$ cat config.mk
export PLATFORM = sky130hd
export DESIGN_NAME = pdm_playback_seq
export DESIGN_NICKNAME = d
export VERILOG_FILES = /design/src/rtl/pdm_playback_seq_pkg.sv /design/src/rtl/pdm_playback_seq_clk_gen.sv /design/src/rtl/pdm_playback_seq.sv
export SDC_FILE = /design/constraint.sdc
export NUM_CORES = 1
export LEC_CHECK = 0
export ABC_AREA = 1
export BUFFER_PORTS_ARGS = -buffer_cell sky130_fd_sc_hd__buf_2
export CAP_MARGIN = 40
export CORE_UTILIZATION = 55
export CTS_BUF_LIST = sky130_fd_sc_hd__clkbuf_16
export DETAILED_ROUTE_END_ITERATION = 8
export GPL_TIMING_DRIVEN = 0
export PLACE_DENSITY = 0.92
export SYNTH_ARGS = -nofsm -noshare
export SYNTH_HDL_FRONTEND = slang
export SYNTH_SLANG_ARGS = --single-unit
$ cat constraint.sdc
create_clock -name clk -period 2.4 [get_ports clk]
set_clock_uncertainty 0.2 [all_clocks]
set_input_delay 0.48 -clock clk [delete_from_list [all_inputs] [get_ports clk]]
set_output_delay 0.48 -clock clk [all_outputs]
set_load 0.01 [all_outputs]
$ cat src/rtl/pdm_playback_seq_pkg.sv
// Shared constants for the PDM playback sequencer: index width and FSM encodings.
package pdm_playback_seq_pkg;

  localparam int unsigned IDX_W = 15;

  localparam logic [1:0] ST_IDLE   = 2'd0;
  localparam logic [1:0] ST_RUN    = 2'd1;
  localparam logic [1:0] ST_FINISH = 2'd2;

  // Index of the final ROM word for a given ROM depth.
  function automatic logic [IDX_W-1:0] last_index(input int unsigned depth);
    return IDX_W'(depth - 1);
  endfunction

endpackage

$ cat src/rtl/pdm_playback_seq_clk_gen.sv
// PDM clock divider: period counter, 50% duty emulated mic clock and period tick.
module pdm_playback_seq_clk_gen #(
  parameter int unsigned CLK_DIV = 4
) (
  input  logic clk,
  input  logic resetn,
  input  logic en_i,
  input  logic clr_i,
  input  logic load_i,
  output logic pdm_clk_o,
  output logic tick_c_o
);

  localparam int unsigned CNT_W = (CLK_DIV > 1) ? $clog2(CLK_DIV) : 1;
  localparam logic [CNT_W-1:0] CNT_LAST = CNT_W'(CLK_DIV - 1);
  localparam logic [CNT_W-1:0] CNT_FALL = CNT_W'(CLK_DIV / 2 - 1);

  logic [CNT_W-1:0] cnt_q, cnt_d;
  logic             pclk_q, pclk_d;

  // Tick marks the edge on which the counter wraps back to zero.
  assign tick_c_o  = en_i & (cnt_q == CNT_LAST);
  assign pdm_clk_o = pclk_q;

  always_comb begin
    cnt_d  = cnt_q;
    pclk_d = pclk_q;
    if (clr_i) begin
      cnt_d  = '0;
      pclk_d = 1'b0;
    end else if (load_i) begin
      // Preload so the first tick lands on the very next edge.
      cnt_d  = CNT_LAST;
      pclk_d = 1'b0;
    end else if (en_i) begin
      if (cnt_q == CNT_LAST) begin
        cnt_d  = '0;
        pclk_d = 1'b1;
      end else begin
        cnt_d = cnt_q + CNT_W'(1);
        if (cnt_q == CNT_FALL) pclk_d = 1'b0;
      end
    end
  end

  always_ff @(posedge clk or negedge resetn) begin
    if (!resetn) begin
      cnt_q  <= '0;
      pclk_q <= 1'b0;
    end else begin
      cnt_q  <= cnt_d;
      pclk_q <= pclk_d;
    end
  end

endmodule

$ cat src/rtl/pdm_playback_seq.sv
// Steps the stimulus ROM once per PDM period and registers each word onto the mic bus.
module pdm_playback_seq
  import pdm_playback_seq_pkg::*;
#(
  parameter int unsigned CHANNELS  = 8,
  parameter int unsigned NLINEFILE = 16384,
  parameter int unsigned CLK_DIV   = 4
) (
  input  logic                clk,
  input  logic                resetn,
  input  logic                start,
  input  logic                stop,
  input  logic                loop_en,
  input  logic [CHANNELS-1:0] rom_data,
  output logic [IDX_W-1:0]    indx,
  output logic                pdm_clk,
  output logic [CHANNELS-1:0] pdm_out,
  output logic                sample_valid,
  output logic                busy,
  output logic                done
);

  localparam logic [IDX_W-1:0] LAST_IDX = last_index(NLINEFILE);

  logic [1:0]          state_q, state_d;
  logic [IDX_W-1:0]    indx_q, indx_d;
  logic [CHANNELS-1:0] pout_q, pout_d;
  logic                sample_valid_q, sample_valid_d;
  logic                busy_q, busy_d;
  logic                done_q, done_d;

  logic gen_en_c, gen_clr_c, gen_load_c, tick_c;

  pdm_playback_seq_clk_gen #(
    .CLK_DIV (CLK_DIV)
  ) u_clk_gen (
    .clk       (clk),
    .resetn    (resetn),
    .en_i      (gen_en_c),
    .clr_i     (gen_clr_c),
    .load_i    (gen_load_c),
    .pdm_clk_o (pdm_clk),
    .tick_c_o  (tick_c)
  );

  always_comb begin
    state_d        = state_q;
    indx_d         = indx_q;
    pout_d         = pout_q;
    sample_valid_d = 1'b0;
    done_d         = 1'b0;
    gen_en_c       = 1'b0;
    gen_clr_c      = 1'b0;
    gen_load_c     = 1'b0;
    case (state_q)
      ST_IDLE: begin
        if (start && !stop) begin
          state_d    = ST_RUN;
          indx_d     = '0;
          gen_load_c = 1'b1;
        end
      end
      ST_RUN: begin
        gen_en_c = 1'b1;
        // Abort outranks a coincident tick.
        if (stop) begin
          state_d   = ST_IDLE;
          indx_d    = '0;
          pout_d    = '0;
          gen_clr_c = 1'b1;
        end else if (tick_c) begin
          pout_d         = rom_data;
          sample_valid_d = 1'b1;
          if (indx_q != LAST_IDX) begin
            indx_d = indx_q + IDX_W'(1);
          end else if (loop_en) begin
            indx_d = '0;
          end else begin
            state_d = ST_FINISH;
          end
        end
      end
      ST_FINISH: begin
        gen_en_c = 1'b1;
        if (stop) begin
          state_d   = ST_IDLE;
          indx_d    = '0;
          pout_d    = '0;
          gen_clr_c = 1'b1;
        end else if (tick_c) begin
          state_d   = ST_IDLE;
          indx_d    = '0;
          pout_d    = '0;
          done_d    = 1'b1;
          gen_clr_c = 1'b1;
        end
      end
      default: begin
        state_d   = ST_IDLE;
        indx_d    = '0;
        pout_d    = '0;
        gen_clr_c = 1'b1;
      end
    endcase
    busy_d = (state_d != ST_IDLE);
  end

  always_ff @(posedge clk or negedge resetn) begin
    if (!resetn) begin
      state_q        <= ST_IDLE;
      indx_q         <= '0;
      pout_q         <= '0;
      sample_valid_q <= 1'b0;
      busy_q         <= 1'b0;
      done_q         <= 1'b0;
    end else begin
      state_q        <= state_d;
      indx_q         <= indx_d;
      pout_q         <= pout_d;
      sample_valid_q <= sample_valid_d;
      busy_q         <= busy_d;
      done_q         <= done_d;
    end
  end

  assign indx         = indx_q;
  assign pdm_out      = pout_q;
  assign sample_valid = sample_valid_q;
  assign busy         = busy_q;
  assign done         = done_q;

endmodule
==> run summary <==
Layout Area Growth over Synthesis: 19.8%
Setup tns final: 0 ns
Antenna Violating Nets Remaining: 0
Total power: 0.00185 W
Synth area leaders: dfrtp_1 (40%), nand2_1 (13%), nand3_1 (7.1%)
Crit path DAT: 2.11 ns
Worst Hold Class: in2async
Fillers: 282
F_max: 467 MHz
Setup CP Type: reg2reg
Die ar.: 3810 sq um
Outcome: complete, no violations
Cell area after synthesis: 1960 sq um
CTS root buf: clkbuf_16
Cell taking the most area after synthesis: dfrtp_1
I/O pins: 40
Reg clk slew, reported paths: 0.05 ns
Worst IR drop on VDD: 0.662 mV
Vias: 1835
Hold-fix buffers, CTS: 0
CTS Buf Count: 5
Final HPWL DP: 3170 um
Final nets: 321
# Post-CTS Setup Buffers: 0
Wirelength per Cell: 12.8 um
Synth warn: 0
Sequential element share of the synthesized area: 0.395
Final core area utilization: 0.694
Max Cap Viol: 0
Gp weighted congestion: 0.905
Remaining DRCs: 0
GRT overflow: 0
Htree depth: 2
Final setup viols: 0
Synthesized Nets: 276
CTS tree: built
Num rows: 21
Port Buf Inserts: 38
WL final: 4430 um
PD cells: 786 nW/um^2
Core box area: 3390 sq um
Later-pin clock latency in the skew report: 0.28 ns
Crit end category: flip-flop
Initial antenna violation count: 0
Final Slew Violations: 0
P_leak: 1.24 nW
RSZ-0062 raised after global routing: false
Ant diodes: 0
Chip width: 61.7 um
Most common cell in the netlist: nand2_1
Max-slew headroom: 0.539
Tcrit/Tclk final: 0.892
Total track usage: 0.273
Vias in the first global route: 1668
Global-route wire length before repair: 7330 um
Ys async rst share: 1.00
CTS-repair resized insts: 0
Least-Margin Pin Slew: 0.692 ns
Largest buffer count on any clock path: 2
Synth top area share: 0.395
Synth unique cells: 37
Crit-path cells: inv_1 -> ha_1 -> clkinv_1 -> nor2_1 -> inv_1 -> nand2_1 -> inv_1 -> nor2_1 -> nor2_1
Die height: 61.7 um
Final Cell Area: 2350 sq um
DR vias/cell: 5.29
Dpl cell area: 2210 sq um
Max incr delay on CP: 0.40 ns
CP Max Fanout: 10
Slowest-stage cell, CP: dfrtp_1
Cells after Synth: 255
Critical Path Start Type: flip-flop
Required time of the critical path: 2.37 ns
Clock sink count: 31
Tmin final: 2.14 ns
Register bit total from synthesis: 31
EDFF count, synth: 0
Initial DRC Count: 118
Share of layout cells above drive strength 1: 0.259
Final hold violations: 0
Pre-Repair DR Iteration Count: 4
Most frequent cells after synthesis: nand2_1 (67), dfrtp_1 (31), nand3_1 (28)
Starting Density: 0.579
Pin count of the biggest net entering global routing: 32
Mapped Avg Cell Area: 7.69 sq um
Main flop type after synthesis: dfrtp_1
layout by cell type (no fill, tap or decap), drive strengths merged:
| cell type | n |
|---|---|
| nand2 | 75 |
| buf | 40 |
| nor2 | 35 |
| dfrtp | 31 |
| nand3 | 30 |
| inv | 29 |
| o21ai | 18 |
| nand4 | 9 |
| ha | 8 |
| clkbuf | 6 |
| a21oi | 4 |
| clkinv | 3 |
| o21bai | 2 |
| a21o | 2 |
| o211ai | 1 |
| o21a | 1 |
| xnor2 | 1 |
| a211oi | 1 |
| or2 | 1 |
| o22ai | 1 |
| nor3 | 1 |
| xor2 | 1 |
| clkinvlp | 1 |
cell families after synthesis:
logic type                 synth area share
buffers and inverters                0.0772
AOI/OAI and AO/OA                    0.0899
DFF                                   0.395
adders and majority gates            0.0510
xor gates and xnor gates            0.00893
and+or+nand+nor                       0.378
layer usage:
layer | up-vias | GRT usage | wire length [um] | share of wire
met5 | - | 0 | 0 | 0
met4 | 0 | 0.168 | 110 | 0.025
met3 | 10 | 0.0725 | 269 | 0.061
met2 | 62 | 0.421 | 2140 | 0.48
met1 | 840 | 0.343 | 1910 | 0.43
li1 | 923 | - | - | -
sequential cells by signal (all words and copies together), names as in the netlist:
name / cells
done: 1
state_q: 2
busy: 1
pdm_out: 8
u_clk_gen.cnt_q: 2
u_clk_gen.pdm_clk_o: 1
sample_valid: 1
indx: 15
critical path, delay by kind of cell, from the launching register on:
| kind | cells | cell delay [ns] |
|---|---|---|
| adders and majority gates | 1 | 0.20 |
| DFF | 1 | 0.40 |
| and+or+nand+nor | 4 | 0.61 |
| buffers and inverters | 4 | 0.61 |
final timing paths:
kind                       slack, ns              startpoint  depth (start not counted)                              end
max                             0.26    state_q[1]$_DFF_PN0_                          9  u_clk_gen.pdm_clk_o$_DFFE_PN0P_
min                             0.04                  resetn                          1              indx[6]$_DFFE_PN0P_
max reg2reg                     0.26    state_q[1]$_DFF_PN0_                          9  u_clk_gen.pdm_clk_o$_DFFE_PN0P_
min reg2reg                     0.30  pdm_out[6]$_DFFE_PN0P_                          2           pdm_out[6]$_DFFE_PN0P_
max in group asynchronous       1.51                  resetn                          1           sample_valid$_DFF_PN0_
min in group clk                0.24             rom_data[5]                          3           pdm_out[5]$_DFFE_PN0P_
final cells by class:
| class | instances | area, sq um | area share |
|---|---|---|---|
| inverters | 30 | 125 | 0.0532 |
| clock inverters | 3 | 16.3 | 0.00692 |
| plain buffers | 3 | 26.3 | 0.0112 |
| clock buffers | 5 | 125 | 0.0532 |
| well taps | 46 | 57.6 | 0.0245 |
| repair buffers | 38 | 190 | 0.0809 |
| multi-input cells | 191 | 1030 | 0.440 |
| flip-flops and latches | 31 | 776 | 0.330 |
power breakdown:
part | internal [W] | switching (W) | total (W)
Clock | 0.000377 | 0.000222 | 0.000600
Sequential | 0.000581 | 0.0000513 | 0.000632
Combinational | 0.000202 | 0.000415 | 0.000616
Total | 0.00116 | 0.000688 | 0.00185
stage by stage:
step	setup slack, ns	hold slack [ns]	cells
3_3_place_gp	0.371	0.279	339
5_1_grt	0.109	0.104	347
6_report	0.259	0.0424	347
3_5_place_dp	0.298	0.282	339
4_1_cts	0.278	0.0617	347
2_1_floorplan	0.551	-0.0156	255
No activity file was read; power rests on OpenSTA's default activity.
